--- src/rtl/pixel_dispatcher_if.sv ---
// rtl/pixel_dispatcher_if.sv - depth-calculator request/done handshake plus outgoing pixel stream
interface pixel_dispatcher_if;
    logic        start;
    logic [9:0]  x;
    logic [8:0]  y;
    logic [31:0] re_c;
    logic [31:0] im_c;
    logic        done;
    logic [23:0] color;
    logic        out_valid;
    logic        out_ready;
    logic [23:0] out_color;

    modport master (
        output start, x, y, re_c, im_c, out_valid, out_color,
        input  done, color, out_ready
    );

    modport slave (
        input  start, x, y, re_c, im_c, out_valid, out_color,
        output done, color, out_ready
    );
endinterface

--- src/rtl/pixel_dispatcher.sv ---
// rtl/pixel_dispatcher.sv - raster-scan pixel dispatcher; STREAM_MARKERS_EN adds out_sof/out_eol
module pixel_dispatcher #(
    parameter int WIDTH     = 640,
    parameter int HEIGHT    = 480,
    parameter int FRAC      = 16,
    parameter int COLOR_LAT = 1
) (
    input  logic               sysclk,
    input  logic               reset,
    input  logic               frame_start,
    input  logic signed [31:0] re_min,
    input  logic signed [31:0] im_max,
    input  logic signed [31:0] step,
    pixel_dispatcher_if.master px,
    output logic               busy,
    output logic               frame_done
`ifdef STREAM_MARKERS_EN
    ,
    output logic               out_sof,
    output logic               out_eol
`endif
);
    localparam int LAT_W = 8;

    if (WIDTH < 1 || WIDTH > 1024 || HEIGHT < 1 || HEIGHT > 512 ||
        FRAC < 0 || FRAC > 31 || COLOR_LAT < 0 || COLOR_LAT > 255) begin : g_bad_params
        $error("pixel_dispatcher: parameter out of range");
    end

    typedef enum logic [2:0] {S_IDLE, S_ISSUE, S_WAIT, S_LAT, S_OUT} state_t;

    state_t             state_q, state_d;
    logic [9:0]         x_q;
    logic [8:0]         y_q;
    logic signed [31:0] re_q, im_q, re_min_q, step_q;
    logic [23:0]        color_q;
    logic [LAT_W-1:0]   lat_cnt;
    logic               frame_done_q;

    logic accept, last_x, last_y, launch, capture;

    assign last_x = (x_q == 10'(WIDTH - 1));
    assign last_y = (y_q == 9'(HEIGHT - 1));
    assign accept = (state_q == S_OUT) && px.out_ready;
    // The frame_done cycle still counts as busy for frame_start purposes.
    assign launch = (state_q == S_IDLE) && frame_start && !frame_done_q;
    assign capture = ((state_q == S_WAIT) && px.done && (COLOR_LAT == 0)) ||
                     ((state_q == S_LAT) && (lat_cnt == '0));

    always_ff @(posedge sysclk or posedge reset) begin
        if (reset) state_q <= S_IDLE;
        else       state_q <= state_d;
    end

    always_comb begin
        state_d = state_q;
        case (state_q)
            S_IDLE:  if (launch) state_d = S_ISSUE;
            S_ISSUE: state_d = S_WAIT;
            S_WAIT:  if (px.done) state_d = (COLOR_LAT == 0) ? S_OUT : S_LAT;
            S_LAT:   if (lat_cnt == '0) state_d = S_OUT;
            S_OUT:   if (px.out_ready) state_d = (last_x && last_y) ? S_IDLE : S_ISSUE;
            default: state_d = S_IDLE;
        endcase
    end

    always_ff @(posedge sysclk or posedge reset) begin
        if (reset) begin
            x_q          <= '0;
            y_q          <= '0;
            re_q         <= '0;
            im_q         <= '0;
            re_min_q     <= '0;
            step_q       <= '0;
            color_q      <= '0;
            lat_cnt      <= '0;
            frame_done_q <= 1'b0;
        end else begin
            frame_done_q <= accept && last_x && last_y;
            if (launch) begin
                re_min_q <= re_min;
                step_q   <= step;
                x_q      <= '0;
                y_q      <= '0;
                re_q     <= re_min;
                im_q     <= im_max;
            end
            if ((state_q == S_WAIT) && px.done) lat_cnt <= LAT_W'(COLOR_LAT - 1);
            else if (state_q == S_LAT)          lat_cnt <= lat_cnt - 1'b1;
            if (capture) color_q <= px.color;
            // Coordinates advance incrementally; 32-bit wrap is intended.
            if (accept) begin
                if (!last_x) begin
                    x_q  <= x_q + 10'd1;
                    re_q <= re_q + step_q;
                end else if (!last_y) begin
                    x_q  <= '0;
                    y_q  <= y_q + 9'd1;
                    re_q <= re_min_q;
                    im_q <= im_q - step_q;
                end
            end
        end
    end

    assign px.start     = (state_q == S_ISSUE);
    assign px.out_valid = (state_q == S_OUT);
    assign px.x         = x_q;
    assign px.y         = y_q;
    assign px.re_c      = re_q;
    assign px.im_c      = im_q;
    assign px.out_color = color_q;
    assign busy         = (state_q != S_IDLE);
    assign frame_done   = frame_done_q;

`ifdef STREAM_MARKERS_EN
    assign out_sof = (state_q == S_OUT) && (x_q == '0) && (y_q == '0);
    assign out_eol = (state_q == S_OUT) && last_x;
`endif
endmodule

--- src/flat_wrapper.sv ---
// flat-port wrapper written by rule: the top's interface ports become plain ports
module pixel_dispatcher_flat 
#(
    parameter int WIDTH     = 640,
    parameter int HEIGHT    = 480,
    parameter int FRAC      = 16,
    parameter int COLOR_LAT = 1
)
  (sysclk, reset, frame_start, re_min, im_max, step, busy, frame_done, px_start, px_x, px_y, px_re_c, px_im_c, px_out_valid, px_out_color, px_done, px_color, px_out_ready);
  pixel_dispatcher_if px_i ();
  input  logic sysclk;
  input  logic reset;
  input  logic frame_start;
  input  logic signed [31:0] re_min;
  input  logic signed [31:0] im_max;
  input  logic signed [31:0] step;
  output logic busy;
  output logic frame_done;
  output wire logic [$bits(px_i.start)-1:0] px_start;
  output wire logic [$bits(px_i.x)-1:0] px_x;
  output wire logic [$bits(px_i.y)-1:0] px_y;
  output wire logic [$bits(px_i.re_c)-1:0] px_re_c;
  output wire logic [$bits(px_i.im_c)-1:0] px_im_c;
  output wire logic [$bits(px_i.out_valid)-1:0] px_out_valid;
  output wire logic [$bits(px_i.out_color)-1:0] px_out_color;
  input wire logic [$bits(px_i.done)-1:0] px_done;
  input wire logic [$bits(px_i.color)-1:0] px_color;
  input wire logic [$bits(px_i.out_ready)-1:0] px_out_ready;
  assign px_start = px_i.start;
  assign px_x = px_i.x;
  assign px_y = px_i.y;
  assign px_re_c = px_i.re_c;
  assign px_im_c = px_i.im_c;
  assign px_out_valid = px_i.out_valid;
  assign px_out_color = px_i.out_color;
  assign px_i.done = px_done;
  assign px_i.color = px_color;
  assign px_i.out_ready = px_out_ready;
  pixel_dispatcher #(.WIDTH(WIDTH), .HEIGHT(HEIGHT), .FRAC(FRAC), .COLOR_LAT(COLOR_LAT)) u_core (.sysclk(sysclk), .reset(reset), .frame_start(frame_start), .re_min(re_min), .im_max(im_max), .step(step), .px(px_i), .busy(busy), .frame_done(frame_done));
endmodule
--- config.mk ---
export PLATFORM = sky130hd
export DESIGN_NAME = pixel_dispatcher_flat
export DESIGN_NICKNAME = d
export VERILOG_FILES = /design/src/rtl/pixel_dispatcher_if.sv /design/src/rtl/pixel_dispatcher.sv /design/src/flat_wrapper.sv
export SDC_FILE = /design/constraint.sdc
export NUM_CORES = 1
export LEC_CHECK = 0
export CAP_MARGIN = 30
export CORE_ASPECT_RATIO = 0.7
export CORE_MARGIN = 2
export CORE_UTILIZATION = 47
export DETAILED_ROUTE_END_ITERATION = 6
export PLACE_DENSITY = 0.78
export SLEW_MARGIN = 20
export SYNTH_ARGS = -nofsm -noshare
export SYNTH_HDL_FRONTEND = slang
export SYNTH_SLANG_ARGS = --single-unit
export TNS_END_PERCENT = 100
--- constraint.sdc ---
create_clock -name sysclk -period 6.73 [get_ports sysclk]
set_clock_uncertainty 0.05 [all_clocks]
set_input_delay 1.346 -clock sysclk [delete_from_list [all_inputs] [get_ports sysclk]]
set_output_delay 1.346 -clock sysclk [all_outputs]
set_load 0.005 [all_outputs]
==> results.md <==
- Status: completed
- Gate Count Post-Synth: 1214
- Synth warnings: 0
- Die H: approximately 130 um
- Antenna violation net count after detailed routing: 0
- F_max: between 200 and 300 MHz
- Nets: 1622
- Routability cong.: roughly 0.9
- CP startpoint: frame_start
- Ys async rst share: 100.0%
- Post-CTS setup buffers: 0
- Clock latency on the worst-skew pair: 450 ps
- Hold Path End: u_core.re_min_q[3]
- Post-CTS sizing: 0
- Total power: 0.007366 W
- CP arrival: 3830 ps
- Clock slew at reported path FFs: 80 ps
- Critical path's top delay family: simple AND/OR/NAND/NOR gates
- DPL Wire Length: ~25000 um
- Total grt overflow: 0
- Peak VDD IR: roughly 0.26 mV
- Register area share after synthesis: about two fifths
- I/O Pins: 236
- FF-to-FF Start: u_core.px.re_c[6]
- Reg2Reg Setup Slack: about 3300 ps
- Max-cap violation count: 0
- Number of global-route vias before repair: just under 10000
- Cts-stage hold buffer count: 0
- Max-slew violation count: 0
- First-pass DRT Iterations: 5
- N_diodes: 0
- Core area: 22790 sq um
- GRT Util Overall: 27.16%
- Most common cell after layout, fill and taps aside: clkdlybuf4s50_1
- Root buffer cell: clkbuf_16
- Critical path's largest stage delay: 670 ps
- Worst path bufs/invs: 2
- Tightest Hold Check Type: flop to flop
- Final setup violating endpoints: 0
- Ys flop type: dfrtp_1
- Slew headroom: 33.41%
- Final hold slack: approximately 440 ps
- H-tree levels: 4
- First-pass GRT wire length: roughly 53000 um
- Multi-input gate area: a little under 6000 sq um
- Average size of a mapped cell: around 9 sq um
- Type of origin of the critical path: input port
- DRC: 0
- Post-synthesis sequential element count: ~180
- Critical Path, Cell by Cell: clkdlybuf4s50_1, nand2b_1, nor2_4, buf_4, nor2_2, a221oi_1, o21ai_1
- DIE AREA: 24570 sq um
- Hold Violations, Final: 0
- Total number of vias: ~10000
- Crit. End Element: flop
- TritonCTS clock tree: done
- R2r endpoint: u_core.px.re_c[31]
- Wire per inst: around 19 um
- WL final: ~33000 um
- Cell Pwr Density: 519.3 nW/um^2
- Hold path start: u_core.re_min_q[3]
- Vias per Instance: 5.805
- EDFF count, synth: 0
- Starting Density: about 48%
- Die Wd: roughly 190 um
- Longest Clk Path Bufs: 2
- PortBufs: 235
- Most frequent cells in the layout: clkdlybuf4s50_1, dfrtp_1, nand2_1
- Pin count of the biggest net entering global routing: 80
- Hold path depth: 2
- Crit Path Max Fanout: 51
- CTS buffer count: 17
- Final Critical Period: 3569 ps
- R2R depth: 10
- Synth cell types: 85
- Area grow syn2layout: 29.45%
- Req. time, crit path: ~7000 ps
- Final period utilization: a little over half
- Setup TNS: 0 ps
- Num rows: 46
- Storage cell area: about 4600 sq um
- Initial antenna violation count: 0
- Classification of the worst setup path: input port to flop
- Netlist Area Pre-Place: approximately 11000 sq um
- Post-synthesis net count: between 1000 and 1500
- Fillers: approximately 1900
- Share of layout cells above drive strength 1: under 10%
- Slowest CP cell: nor2_4
- Starting DRT DRC Count: roughly 990
- LEAKAGE: approximately 6.2 nW
- Measured slew at the worst slew-check pin: 985.5 ps
- RSZ-0062 raised after global routing: false
- Clock sinks: approximately 180
==> worst max path at each step <==
stage | end | slack [ps] | depth (start not counted)
floorplan | u_core.frame_done | 360 | 1
global placement | u_core.px.im_c[27] | 2780 | 7
detailed placement | u_core.px.im_c[27] | 2720 | 7
CTS | u_core.px.im_c[27] | 3190 | 7
global route | u_core.px.im_c[27] | 2940 | 7
finish | u_core.px.im_c[27] | 3160 | 7
==> synthesized netlist by cell type, types with 12 or more instances <==
cell      count  area, sq um
o21ai_0     145        725.7
nor2_1       58        217.7
clkbuf_1     36        135.1
nand3_1      28        140.1
o21bai_1     12        90.09
nand2_1     166        623.1
nand2b_1     14        87.58
ha_1         66        825.8
a22oi_1      15        112.6
o22ai_1      18        112.6
and3_1       14        87.58
a21o_1       31        232.7
inv_1        67        251.5
dfrtp_1     183         4579
xor2_1       27        236.5
mux2_2       24        270.3
a21oi_1      87        435.4
xnor2_1      26        227.7
==> registers in the layout (all words and copies together) (netlist names), 8 cells and up <==
name and count:
u_core.lat_cnt 8, u_core.px.im_c 32, u_core.px.out_color 24, u_core.px.re_c 32, u_core.px.x 10, u_core.px.y 9, u_core.re_min_q 32, u_core.step_q 32
==> report_power, final <==
group / switching [W] / internal [W] / leakage (nW) / total [W]
sequential: 0.000444 / 0.00157 / 2.26 / 0.00201
clock: 0.000520 / 0.000503 / 0.292 / 0.00102
combinational: 0.00226 / 0.00207 / 3.69 / 0.00433
total: 0.00322 / 0.00414 / 6.24 / 0.00737
==> per-layer routing <==
layer,global-route usage [%],vias up,routed length (um)
met1,42.19,4910,15970
met4,4.012,0,371
met2,38.83,446,13970
met3,6.601,37,3136
met5,0,-,0
li1,-,4789,-
==> layout make-up <==
type	count	share of cell area [%]
multi-input combinational	913	41.62
inverter	67	1.808
tap	312	2.752
sequential	183	32.28
clock buffer	17	2.999
clock inverter	15	1.261
timing repair buffer	247	17.27
==> tightest hold or removal path, delay by kind of cell (launching register included) <==
| family | cells | cell delay (ps) |
|---|---|---|
| flip-flops | 1 | 350 |
| AND/OR/NAND/NOR | 2 | 110 |
==> stage by stage <==
stage	instances	area (sq um)	utilization, %	setup WS [ps]
after global placement	1720	13560	59.49	2776
final	1754	14180	62.24	3161
after CTS	1753	14180	62.20	3188
after detailed placement	1721	13570	59.55	2724
after floorplan	1214	10960	-	362.0
after global routing	1754	14180	62.24	2936
==> kinds of logic after synthesis <==
family                   after synthesis  synth area share (%)
buffers and inverters                118                 4.419
XOR/XNOR                              53                 4.236
flip-flops                           183                 41.79
multiplexers                          33                 3.311
AND/OR/NAND/NOR                      354                 15.22
AO/OA/AOI/OAI                        405                 23.12
adder cells (fa/ha/maj)               68                 7.901
(Power assumes the default switching activity.)
